--- config.mk ---
export PLATFORM = sky130hd
export DESIGN_NAME = addsub_serial
export DESIGN_NICKNAME = d
export VERILOG_FILES = /design/src/rtl/addsub_pkg.sv /design/src/rtl/addsub_chunk.sv /design/src/rtl/full_adder.sv /design/src/rtl/addsub_serial.sv
export SDC_FILE = /design/constraint.sdc
export NUM_CORES = 1
export LEC_CHECK = 0
export ABC_AREA = 1
export BUFFER_PORTS_ARGS = -buffer_cell sky130_fd_sc_hd__buf_2
export CORE_ASPECT_RATIO = 1.4
export CORE_MARGIN = 4
export CORE_UTILIZATION = 54
export CTS_BUF_LIST = sky130_fd_sc_hd__clkbuf_8 sky130_fd_sc_hd__clkbuf_16
export CTS_CLUSTER_DIAMETER = 200
export DETAILED_ROUTE_END_ITERATION = 16
export PLACE_DENSITY = 0.87
export SLEW_MARGIN = 15
export SYNTH_ARGS = -nofsm -noshare
export SYNTH_HDL_FRONTEND = slang
export SYNTH_SLANG_ARGS = --single-unit
--- constraint.sdc ---
create_clock -name clk -period 5.7 [get_ports clk]
set_clock_uncertainty 0.05 [all_clocks]
set_input_delay 0.285 -clock clk [delete_from_list [all_inputs] [get_ports clk]]
set_output_delay 0.285 -clock clk [all_outputs]
set_load 0.02 [all_outputs]
--- src/rtl/addsub_pkg.sv ---
// Shared definitions for the serial adder/subtractor: FSM state encoding,
// mode constants and the chunk-counter sizing helper.
package addsub_pkg;

  typedef enum logic [1:0] {
    IDLE = 2'd0,
    BUSY = 2'd1,
    DONE = 2'd2
  } state_t;

  localparam logic MODE_ADD = 1'b0;
  localparam logic MODE_SUB = 1'b1;

  // Counter width is max(1, ceil(log2(n))) so a single-step operation still gets a real register.
  function automatic int cnt_width(input int n);
    return (n > 1) ? $clog2(n) : 1;
  endfunction

endpackage

--- src/rtl/addsub_chunk.sv ---
// CHUNK-bit ripple-carry adder built from full_adder cells; the serial
// datapath reuses one instance for every chunk step.
module addsub_chunk #(
  parameter int CHUNK = 8
) (
  input  logic [CHUNK-1:0] x,
  input  logic [CHUNK-1:0] y,
  input  logic             cin,
  output logic [CHUNK-1:0] s,
  output logic             co
);

  logic [CHUNK:0] c;

  assign c[0] = cin;

  for (genvar i = 0; i < CHUNK; i++) begin : g_fa
    full_adder u_fa (
      .x  (x[i]),
      .y  (y[i]),
      .cin(c[i]),
      .s  (s[i]),
      .co (c[i+1])
    );
  end

  assign co = c[CHUNK];

endmodule

--- src/rtl/full_adder.sv ---
// Single-bit full adder cell used to build the ripple-carry chunk adder.
module full_adder (
  input  logic x,
  input  logic y,
  input  logic cin,
  output logic s,
  output logic co
);

  assign s  = x ^ y ^ cin;
  assign co = (x & y) | (cin & (x ^ y));

endmodule

--- src/rtl/addsub_serial.sv ---
// Multi-cycle adder/subtractor: processes CHUNK bits per cycle through a single
// shared chunk adder, with a valid/ready request and response handshake.
module addsub_serial
  import addsub_pkg::*;
#(
  parameter int WIDTH = 32,
  parameter int CHUNK = 8
) (
  input  logic             clk,
  input  logic             rst,
  input  logic             in_valid,
  output logic             in_ready,
  input  logic             mode,
  input  logic [WIDTH-1:0] a,
  input  logic [WIDTH-1:0] b,
  output logic             out_valid,
  input  logic             out_ready,
  output logic [WIDTH-1:0] result,
  output logic             cout,
  output logic             zero,
  output logic             lt
);

  localparam int N  = (CHUNK >= 1) ? (WIDTH / CHUNK) : 1;
  localparam int CW = cnt_width(N);
  localparam logic [CW-1:0] LAST = CW'(N - 1);

  if (CHUNK < 1 || (WIDTH % CHUNK) != 0 || WIDTH < 1) begin : g_bad_params
    $error("addsub_serial: WIDTH must be a positive multiple of CHUNK and CHUNK >= 1");
  end

  state_t           state;
  state_t           state_next;
  logic [WIDTH-1:0] op_a;
  logic [WIDTH-1:0] op_b;
  logic [WIDTH-1:0] sum_r;
  logic             mode_r;
  logic             carry;
  logic [CW-1:0]    cnt;
  logic [CHUNK-1:0] chunk_x;
  logic [CHUNK-1:0] chunk_y;
  logic [CHUNK-1:0] chunk_s;
  logic             chunk_co;
  logic             accept;
  logic             last_step;

  assign accept    = in_valid & in_ready;
  assign last_step = (state == BUSY) && (cnt == LAST);

  always_ff @(posedge clk) begin
    if (rst) begin
      state <= IDLE;
    end else begin
      state <= state_next;
    end
  end

  always_comb begin
    state_next = state;
    in_ready   = 1'b0;
    out_valid  = 1'b0;
    case (state)
      IDLE: begin
        in_ready = 1'b1;
        if (in_valid) begin
          state_next = BUSY;
        end
      end
      BUSY: begin
        if (last_step) begin
          state_next = DONE;
        end
      end
      DONE: begin
        out_valid = 1'b1;
        if (out_ready) begin
          state_next = IDLE;
        end
      end
      default: state_next = IDLE;
    endcase
  end

  assign chunk_x = op_a[int'(cnt)*CHUNK +: CHUNK];
  assign chunk_y = op_b[int'(cnt)*CHUNK +: CHUNK];

  addsub_chunk #(
    .CHUNK(CHUNK)
  ) u_chunk (
    .x  (chunk_x),
    .y  (chunk_y),
    .cin(carry),
    .s  (chunk_s),
    .co (chunk_co)
  );

  // Subtraction is a + ~b + 1: b is inverted once at accept and the +1 enters as the initial carry.
  always_ff @(posedge clk) begin
    if (rst) begin
      op_a   <= '0;
      op_b   <= '0;
      mode_r <= MODE_ADD;
      carry  <= 1'b0;
      cnt    <= '0;
      sum_r  <= '0;
    end else if (accept) begin
      op_a   <= a;
      op_b   <= (mode == MODE_SUB) ? ~b : b;
      mode_r <= mode;
      carry  <= mode;
      cnt    <= '0;
    end else if (state == BUSY) begin
      sum_r[int'(cnt)*CHUNK +: CHUNK] <= chunk_s;
      carry <= chunk_co;
      if (!last_step) begin
        cnt <= cnt + 1'b1;
      end
    end
  end

  // Flags are derived from the full registered result and only asserted alongside out_valid.
  assign result = sum_r;
  assign cout   = out_valid & carry;
  assign zero   = out_valid & (sum_r == '0);
  assign lt     = out_valid & (mode_r == MODE_SUB) & ~carry;

endmodule

After elaboration in Yosys (flattened, before gate mapping)
Cells that the tools add are included.

storage, ports and cells
  register bits = 102
  latch bits = 0
  RAM bits = 0
  bits in read-only memories = 0
  input port bits = 69
  output and inout bits = 37
  memories kept = 0

cells by class
  add/sub/neg operators = 2
  multiply operators = 0
  divide/modulo/power cells = 0
  magnitude comparators = 0
  eq/ne operators = 6
  shifts and indexed selects = 4
  muxes and demuxes = 10
  bitwise logic cells = 49
  reduce and logical (&&, ||, !) cells = 8

operators with widths
  kind                       number
  $shiftx A32 B6 Y8          2
  $neg A5 Y33                1
  $shift A8 B33 Y32 const A  1
  $shiftx A8 B33 Y32         1
  $bwmux W32                 1
  $logic_not A32 Y1          1
  $mux W32                   1
  $not A32 Y32               1
  $and A1 B1 Y1              21
  $xor A1 B1 Y1              16
  $or A1 B1 Y1               8
  $mux W2                    3
  $ne A2 B2 Y1 const B       3
  $pmux W2 S3                1
  $eq A2 B2 Y1 const B       2
  $mux W1                    4
  $reduce_and A2 Y1          2
  $not A1 Y1                 3
  $reduce_and A3 Y1          1
  $add A2 B1 Y2 const B      1
  $eq A2 B1 Y1 const B       1
  $logic_not A2 Y1           1
  $reduce_bool A2 Y1         1
  $reduce_or A2 Y1           1
  $logic_and A1 B1 Y1        1

Depth between registers and ports, before layout
Gate-level depths: netlist of the first run.

  word-level depth = 20
  depth in mapped cells = 18

By module
Synthesis of the first run repeated with hierarchy kept, for this count alone.

unflattened totals
  cells, all modules = 641
  area total of the unflattened synthesis = 4818.4 um^2

modules (own cells, without submodules)
  module         times used  cells each  area an instance (um^2)  seq. area each (um^2)
  addsub_serial  1           633         4658.2                   2042.0
  full_adder     8           1           20.0                     0.0

Least setup slack after synthesis of the first run
Ideal clock, no wire load.

  path type = flip-flop to flip-flop
  start = reg cnt[1]
  end = reg sum_r[23], in the netlist result[23]
  arrival time = 4285 ps
  path slack = 1233 ps
  cell stages (with the launch flop) = 18
  buffers on the path = 1
  cell sequence = dfxtp_1 inv_1 clkbuf_1 o21ai_0 o22a_1 fa_1 fa_1 fa_1 fa_1 fa_1 fa_1 inv_1 fa_1 fa_1 inv_1 nor2_1 nand3_1 a21oi_1

between the ends
  word-level cells in the longest chain between the ends = 19

ends and longest elaborated chain
  item                                  line                                      RTL
  from (decl)                           addsub_serial.sv:39                       logic [CW-1:0] cnt;
  from (signal assigned)                addsub_serial.sv:116                      cnt <= cnt + 1'b1;
  $shiftx A32 B6 Y8 (on tied branches)  addsub_serial.sv:84, addsub_serial.sv:85
  $xor A1 B1 Y1                         full_adder.sv:10, full_adder.sv:11
  $and A1 B1 Y1                         full_adder.sv:11                          assign co = (x & y) | (cin & (x ^ y));
  $or A1 B1 Y1                          full_adder.sv:11
  $and A1 B1 Y1                         full_adder.sv:11
  $or A1 B1 Y1                          full_adder.sv:11
  $and A1 B1 Y1                         full_adder.sv:11
  $or A1 B1 Y1                          full_adder.sv:11
  [... 3 more ...]                      --
  $or A1 B1 Y1                          full_adder.sv:11
  $and A1 B1 Y1                         full_adder.sv:11
  $or A1 B1 Y1                          full_adder.sv:11
  $and A1 B1 Y1                         full_adder.sv:11
  $or A1 B1 Y1                          full_adder.sv:11
  $xor A1 B1 Y1                         full_adder.sv:10                          assign s = x ^ y ^ cin;
  $shiftx A8 B33 Y32                    addsub_serial.sv:113                      sum_r[int'(cnt)*CHUNK +: CHUNK] <= chunk_s;
  $bwmux W32 (*)                        addsub_serial.sv:113
  to (signal, indexed assignment)       addsub_serial.sv:113
  to (decl)                             addsub_serial.sv:36                       logic [WIDTH-1:0] sum_r;

Mark *: on every way between the ends. The rest lies on a longest branch, timed or not.
A chain may end at the register's enable or synchronous reset.

Worst setup path after layout of the first run
Same ends and word-level chain as after synthesis.

==> key figures, run 1 <==
CTS
  • Clock Pin Slew Worst Setup and Hold Paths: 0.07 ns
  • Clock Latency Late Sink: 0.35 ns
  • Cts bufs inserted: 9
  • Clock root cell: clkbuf_16
  • CTS tree: built
  • Hold-fix buffers, CTS: 0
  • Post-CTS setup buffers: 0
  • CTS resizes: 0
  • CTS H-tree depth: 3
  • Clock sinks: 102
  • Max Buffers Root-to-Sink: 2

Timing
  • Final Critical Period: 4.88 ns
  • Fin. max-slew vios: 0
  • Slew headroom: 44.9%
  • RSZ-0062 raised after global routing: false
  • Hold Vio Cnt, Final: 0
  • Setup TNS Final: 0 ns
  • Final Cycle Share: 85.6%
  • Fmax: 205 MHz
  • Worst-Margin Slew: 0.826 ns
  • Final setup viols: 0

Yosys
  • Netlist cell types: 28
  • Post-synth net total: 720
  • Post-Syn Instances: 637
  • Register area share after synthesis: 42.6%
  • Number of synthesized register bits: 102
  • Main flop type after synthesis: dfxtp_1
  • Ys Warns: 0
  • Async S/R FF share, synth: 0%
  • Cell area after synthesis: 4800 sq um
  • Post-synth EDFFs: 0
  • Syn_area_per_cell: 7.53 sq um

GRT
  • Vias in the first global route: 4324
  • Initial antenna violation count: 0
  • GRT Overall Usage: 24.0%
  • First-pass GRT wire length: 19900 um
  • Total global routing overflow: 0
  • Largest net degree at the start of global routing: 63

Routing
  • Vias/cell: 5.46
  • WL/cell: 14.7 um
  • Post-Route WL: 12200 um
  • First DRT Iteration DRCs: 333
  • DRC Markers: 0
  • DRT antenna net count: 0
  • First drt pass iteration count: 5
  • DR vias: 4533

Final layout
  • Final instance area: 5620 sq um
  • Area growth, synth to finish: 17.2%
  • Nets: 803
  • Antenna Cells: 0
  • Share of cells above drive strength 1: 19.3%
  • Post-layout util: 65.3%

Pwr
  • P_leak: 2.39 nW
  • Power Density: 301 nW/um^2
  • VDD IR max: 0.000195 V
  • Design Power: 1.69 mW

Critical path
  • Crit path max fanout: 21
  • Crit Path Category: register to register
  • Worst path required time: 5.85 ns
  • Worst path slowest cell: dfxtp_1
  • Critical Path Sink Type: register
  • Crit path cell chain: o21ai_0 -> o22a_1 -> fa_1 -> fa_1 -> fa_1 -> fa_1 -> fa_1 -> fa_1 -> inv_1 -> fa_1 -> fa_1 -> inv_1 -> nor2_1 -> nand3_1 -> a21oi_1
  • Arrival time worst endpoint: 5.02 ns
  • Crit path largest cell delay: 0.73 ns
  • Kind of start point of the critical path: register
  • Most frequent CP cell: fa_1

Placed design
  • Port-buffer cells: 105
  • Final HPWL DP: 9080 um
  • GPL Wtd Cong: 0.934
  • Placed Area: 5310 sq um

Floorplanning
  • Top Ports: 106
  • Die Area: 10500 sq um
  • Die outline width: 87.6 um
  • Initial Util: 55.7%
  • Die height: 120 um
  • Row count: 40
  • Core area: 8610 sq um

Outcome
  • Status: finished, final reports clean

Min path
  • Hold Path Class: input port to register

Job
  • Number of max-cap violations: 0
## kinds of logic after synthesis
kind of cell,Yosys count,synth area share (%)
adders and majority gates,14,4.90
AOI/OAI and AO/OA,157,17.3
xor gates and xnor gates,32,5.84
DFF,102,42.6
buffers and inverters,68,6.03
and+or+nand+nor,264,23.3
## power by group
part           internal [mW]  switching, mW  total, mW
clock network          0.364          0.260      0.624
logic                  0.105          0.172      0.278
registers              0.759         0.0326      0.792
## Yosys cell counts, types with 9 or more instances
cell      number  area share (%)
a21oi_1       52             5.4
buf_2         19             2.0
clkbuf_1      16             1.3
dfxtp_1      102              43
inv_1         29             2.3
nand2_1       81             6.3
nand3_1       31             3.2
nor2_1       128              10
nor3_1         9            0.94
o21ai_0       86             9.0
o22ai_1       11             1.4
xnor2_1       21             3.8
xor2_1        11             2.0
## worst max-delay path, delay by kind of cell (launching register included)
| kind | cells | cell delay [ns] |
|---|---|---|
| AOI/OAI and AO/OA | 3 | 0.54 |
| adders and majority gates | 8 | 3.09 |
| DFF | 1 | 0.73 |
| and+or+nand+nor | 2 | 0.15 |
| buffers and inverters | 2 | 0.17 |
## metrics by stage
step	hold slack (ns)	cells	setup WS, ns
4_1_cts	0.129	830	0.853
3_3_place_gp	0.407	814	1.18
5_1_grt	0.150	830	0.614
6_report	0.132	830	0.824
3_5_place_dp	0.403	814	0.915
2_1_floorplan	0.391	637	1.23
## metal layers
layer,GRT usage (%),vias up,wire length (um)
li1,-,2253,-
met1,27.7,2062,4670
met2,42.2,181,6340
met3,3.64,37,723
met4,11.5,0,456
met5,0,-,0
## cell type report
cell class	instances	area (sq um)
fillers	731	2990
multi-input cells	467	2460
flip-flops and latches	102	2040
repair buffers	109	556
clock buffers	11	253
well taps	105	131
inverters	31	119
clock inverters	5	57.6
## path summary, 6_finish.rpt
kind	start	end	slack [ns]	depth (start not counted)
setup / recovery	cnt[1]	result[23]	0.82	15
hold / removal	a[18]	op_a[18]	0.13	3
setup reg to reg	cnt[1]	result[23]	0.82	15
hold reg to reg	op_b[17]	op_b[17]	0.42	2
## cells in the final DEF (no fill, tap or decap), types with 11 or more instances in the layout
cell     count
a21oi_1     52
buf_2      105
dfxtp_1    102
inv_1       29
nand2_1     81
nand3_1     31
nor2_1     128
o21ai_0     86
o22ai_1     11
xnor2_1     21
xor2_1      11
## flip-flops by register name (all words and copies together), names as in the netlist
| signal | flops |
|---|---|
| carry | 1 |
| op_b | 32 |
| cnt | 2 |
| result | 32 |
| op_a | 32 |
| mode_r | 1 |
| state | 2 |
(Power assumes the default switching activity.)
==> inputs of run 2 (changes only) <==
--- a/config.mk
+++ b/config.mk
@@ -7,7 +7,6 @@
 export LEC_CHECK = 0
 export ABC_AREA = 1
 export BUFFER_PORTS_ARGS = -buffer_cell sky130_fd_sc_hd__buf_2
-export CORE_ASPECT_RATIO = 1.4
 export CORE_MARGIN = 4
 export CORE_UTILIZATION = 54
 export CTS_BUF_LIST = sky130_fd_sc_hd__clkbuf_8 sky130_fd_sc_hd__clkbuf_16
@@ -17,4 +16,5 @@
 export SLEW_MARGIN = 15
 export SYNTH_ARGS = -nofsm -noshare
 export SYNTH_HDL_FRONTEND = slang
+export SYNTH_HIERARCHICAL = 1
 export SYNTH_SLANG_ARGS = --single-unit
==> key figures, run 2 <==
Timing
  • Final Critical Period: 5.17 ns (+0.298 ns)
  • Slew headroom: 38.8% (-6.2 points)
  • Fin. max-slew vios: 0 (unchanged)
  • RSZ-0062 raised after global routing: false
  • Setup TNS Final: 0 ns (unchanged)
  • Final setup viols: 0 (unchanged)
  • Worst-Margin Slew: 0.917 ns (+0.0914 ns)
  • Fmax: 193 MHz (-5.8%)
  • Setup ws final: 0.525 ns (-0.298 ns)
  • Final Cycle Share: 90.8% (+5.2 points)
  • Hold Vio Cnt, Final: 0 (unchanged)

Critical path
  • Worst Setup SP: cnt[0]
  • R2r startpoint: cnt[0]
  • Crit path largest cell delay: 0.61 ns (-0.12 ns)
  • Most frequent CP cell: fa_1
  • Crit path max fanout: 29 (+38%)
  • Crit Path Category: register to register
  • Critical path's top delay family: adder cells
  • CP bufs+invs: 1 (-1)
  • Crit path cell chain: inv_2 -> o21ai_0 -> o22ai_1 -> fa_1 -> fa_1 -> fa_1 -> fa_1 -> fa_1 -> fa_1 -> fa_1 -> fa_1 -> nand2_1 -> nor2_1 -> nand2_1 -> a21oi_1
  • Critical Path Sink Type: register
  • Worst path required time: 5.94 ns (+0.09 ns)
  • Worst path slowest cell: dfxtp_1
  • Kind of start point of the critical path: register
  • Arrival time worst endpoint: 5.42 ns (+0.40 ns)

Floorplanning
  • Die height: 102 um (-14%)
  • Core area: 8720 sq um (+1.3%)
  • Die outline width: 102 um (+17%)
  • Row count: 34 (-15%)
  • Die Area: 10500 sq um (+0.23%)
  • Top Ports: 106 (unchanged)
  • Initial Util: 55.3% (-0.46 points)

GRT
  • GRT Overall Usage: 23.2% (-0.82 points)
  • First-pass GRT wire length: 19100 um (-3.8%)
  • Largest net degree at the start of global routing: 50 (-21%)
  • Initial antenna violation count: 0 (unchanged)
  • Vias in the first global route: 4081 (-5.6%)
  • Total global routing overflow: 0 (unchanged)

CTS
  • Post-CTS setup buffers: 0 (unchanged)
  • Hold-fix buffers, CTS: 0 (unchanged)
  • Clock Pin Slew Worst Setup and Hold Paths: 0.11 ns (+0.04 ns)
  • Cts bufs inserted: 9 (unchanged)
  • CTS resizes: 0 (unchanged)
  • CTS tree: built
  • CTS H-tree depth: 3 (unchanged)
  • Clock root cell: clkbuf_8
  • Max Buffers Root-to-Sink: 2 (unchanged)
  • Clock Latency Late Sink: 0.37 ns (+0.02 ns)
  • Clock sinks: 102 (unchanged)

Yosys
  • Netlist cell types: 30 (+7.1%)
  • Commonest cells post-synth: nor2_1, nand2_1, dfxtp_1, o21ai_0, a21oi_1
  • Post-Syn Instances: 641 (+0.63%)
  • Post-synth net total: 724 (+0.56%)
  • Post-synth EDFFs: 0 (unchanged)
  • Async S/R FF share, synth: 0% (unchanged)
  • Top cell type's share of synthesized area: 42.4% (-0.20 points)
  • Ys Warns: 6 (+6)
  • Cell area after synthesis: 4820 sq um (+0.47%)
  • Synth top area cells: dfxtp_1, nor2_1, nand2_1
  • Number of synthesized register bits: 102 (unchanged)
  • Main flop type after synthesis: dfxtp_1
  • Register area share after synthesis: 42.4% (-0.20 points)
  • Syn_area_per_cell: 7.52 sq um (-0.16%)
  • Yosys top cell by area: dfxtp_1
  • Most common cell in the netlist: nor2_1

Routing
  • DR vias: 4457 (-1.7%)
  • Post-Route WL: 11900 um (-2.3%)
  • Vias/cell: 5.32 (-2.6%)
  • Highest metal used: met4
  • M1 WL: 5350 um (+15%)
  • DRT antenna net count: 0 (unchanged)
  • DRC Markers: 0 (unchanged)
  • WL/cell: 14.2 um (-3.3%)
  • First DRT Iteration DRCs: 210 (-37%)
  • Met3 WL: 821 um (+14%)
  • Metal2 WL: 5510 um (-13%)
  • First drt pass iteration count: 5 (unchanged)

Min path
  • Hold Path Class: input port to register
  • Hold_sp: a[19]

Final layout
  • Antenna Cells: 0 (unchanged)
  • Share of cells above drive strength 1: 19.9% (+0.55 points)
  • Post-layout util: 63.4% (-1.9 points)
  • Most common cell after layout, fill and taps aside: nor2_1
  • Fillcell total: 764 (+4.5%)
  • Nets: 808 (+0.62%)
  • Most frequent cells in the layout: nor2_1, nand2_1, buf_2, dfxtp_1, o21ai_0
  • Area growth, synth to finish: 14.7%

Pwr
  • VDD IR max: 0.000184 V (-5.9%)
  • Power Density: 284 nW/um^2 (-5.7%)
  • P_leak: 2.39 nW (-0.20%)

Job
  • Number of max-cap violations: 0 (unchanged)

Placed design
  • Port-buffer cells: 105 (unchanged)
  • GPL Wtd Cong: 0.897 (-3.9%)
  • Place WS: 0.623 ns (-0.292 ns)
  • Final HPWL DP: 8850 um (-2.5%)

Outcome
  • Status: finished, final reports clean
## run 2: kinds of logic (layout without fill, tap and decap cells)
kind of cell	count (synthesis)	count (layout)	synth area share, %
xor gates and xnor gates	32	32	5.82
AOI/OAI and AO/OA	153	153	16.4
and+or+nand+nor	280	280	24.2
DFF	102	102	42.4
buffers and inverters	60	149	6.34
adders and majority gates	14	14	4.88
## run 2: where the power goes
group / total (mW) / internal (mW) / switching, mW / leakage (nW)
registers: 0.790 / 0.758 / 0.0315 / 0.836
logic: 0.267 / 0.101 / 0.166 / 1.44
clock network: 0.513 / 0.253 / 0.259 / 0.112
## run 2: tightest hold or removal path: cells and delay by family
family | cells | cell delay, ns
AND/OR/NAND/NOR | 1 | 0.07
AO/OA/AOI/OAI | 1 | 0.07
buffers and inverters | 1 | 0.07
## run 2: per-stage QoR
| stage | hold WS, ns | instance area [sq um] | power [mW] | cells |
|---|---|---|---|---|
| 6_report | 0.101 | 5530 | 1.57 | 838 |
| 3_5_place_dp | 0.403 | 5300 | 1.07 | 822 |
| 5_1_grt | 0.110 | 5530 | 1.64 | 838 |
| 3_3_place_gp | 0.390 | 5300 | 1.06 | 822 |
| 4_1_cts | 0.0995 | 5530 | 1.57 | 838 |
| 2_1_floorplan | 0.373 | 4820 | 0.990 | 641 |
## run 2: metal layers
layer  up-vias  GRT usage, %
met2       182          37.3
met5         -             0
met3        24          4.16
met1      2014          31.4
met4         0          8.07
li1       2237             -
## run 2: area by class of cell
cell class / instances / area [sq um] / share of cell area, %
Timing Repair Buffer: 109 / 556 / 10.0
Clock buffer: 9 / 124 / 2.24
Sequential cell: 102 / 2040 / 36.9
Multi-Input combinational cell: 479 / 2470 / 44.7
Inverter: 24 / 95.1 / 1.72
Clock inverter: 7 / 105 / 1.90
Tap cell: 108 / 135 / 2.44
## run 2: final timing paths
path	slack, ns	endpoint	cells after the start
worst max-delay path	0.53	result[31]	15
worst min-delay path	0.10	op_a[19]	3
worst max register to register	0.53	result[31]	15
worst min register to register	0.42	op_b[22]	2
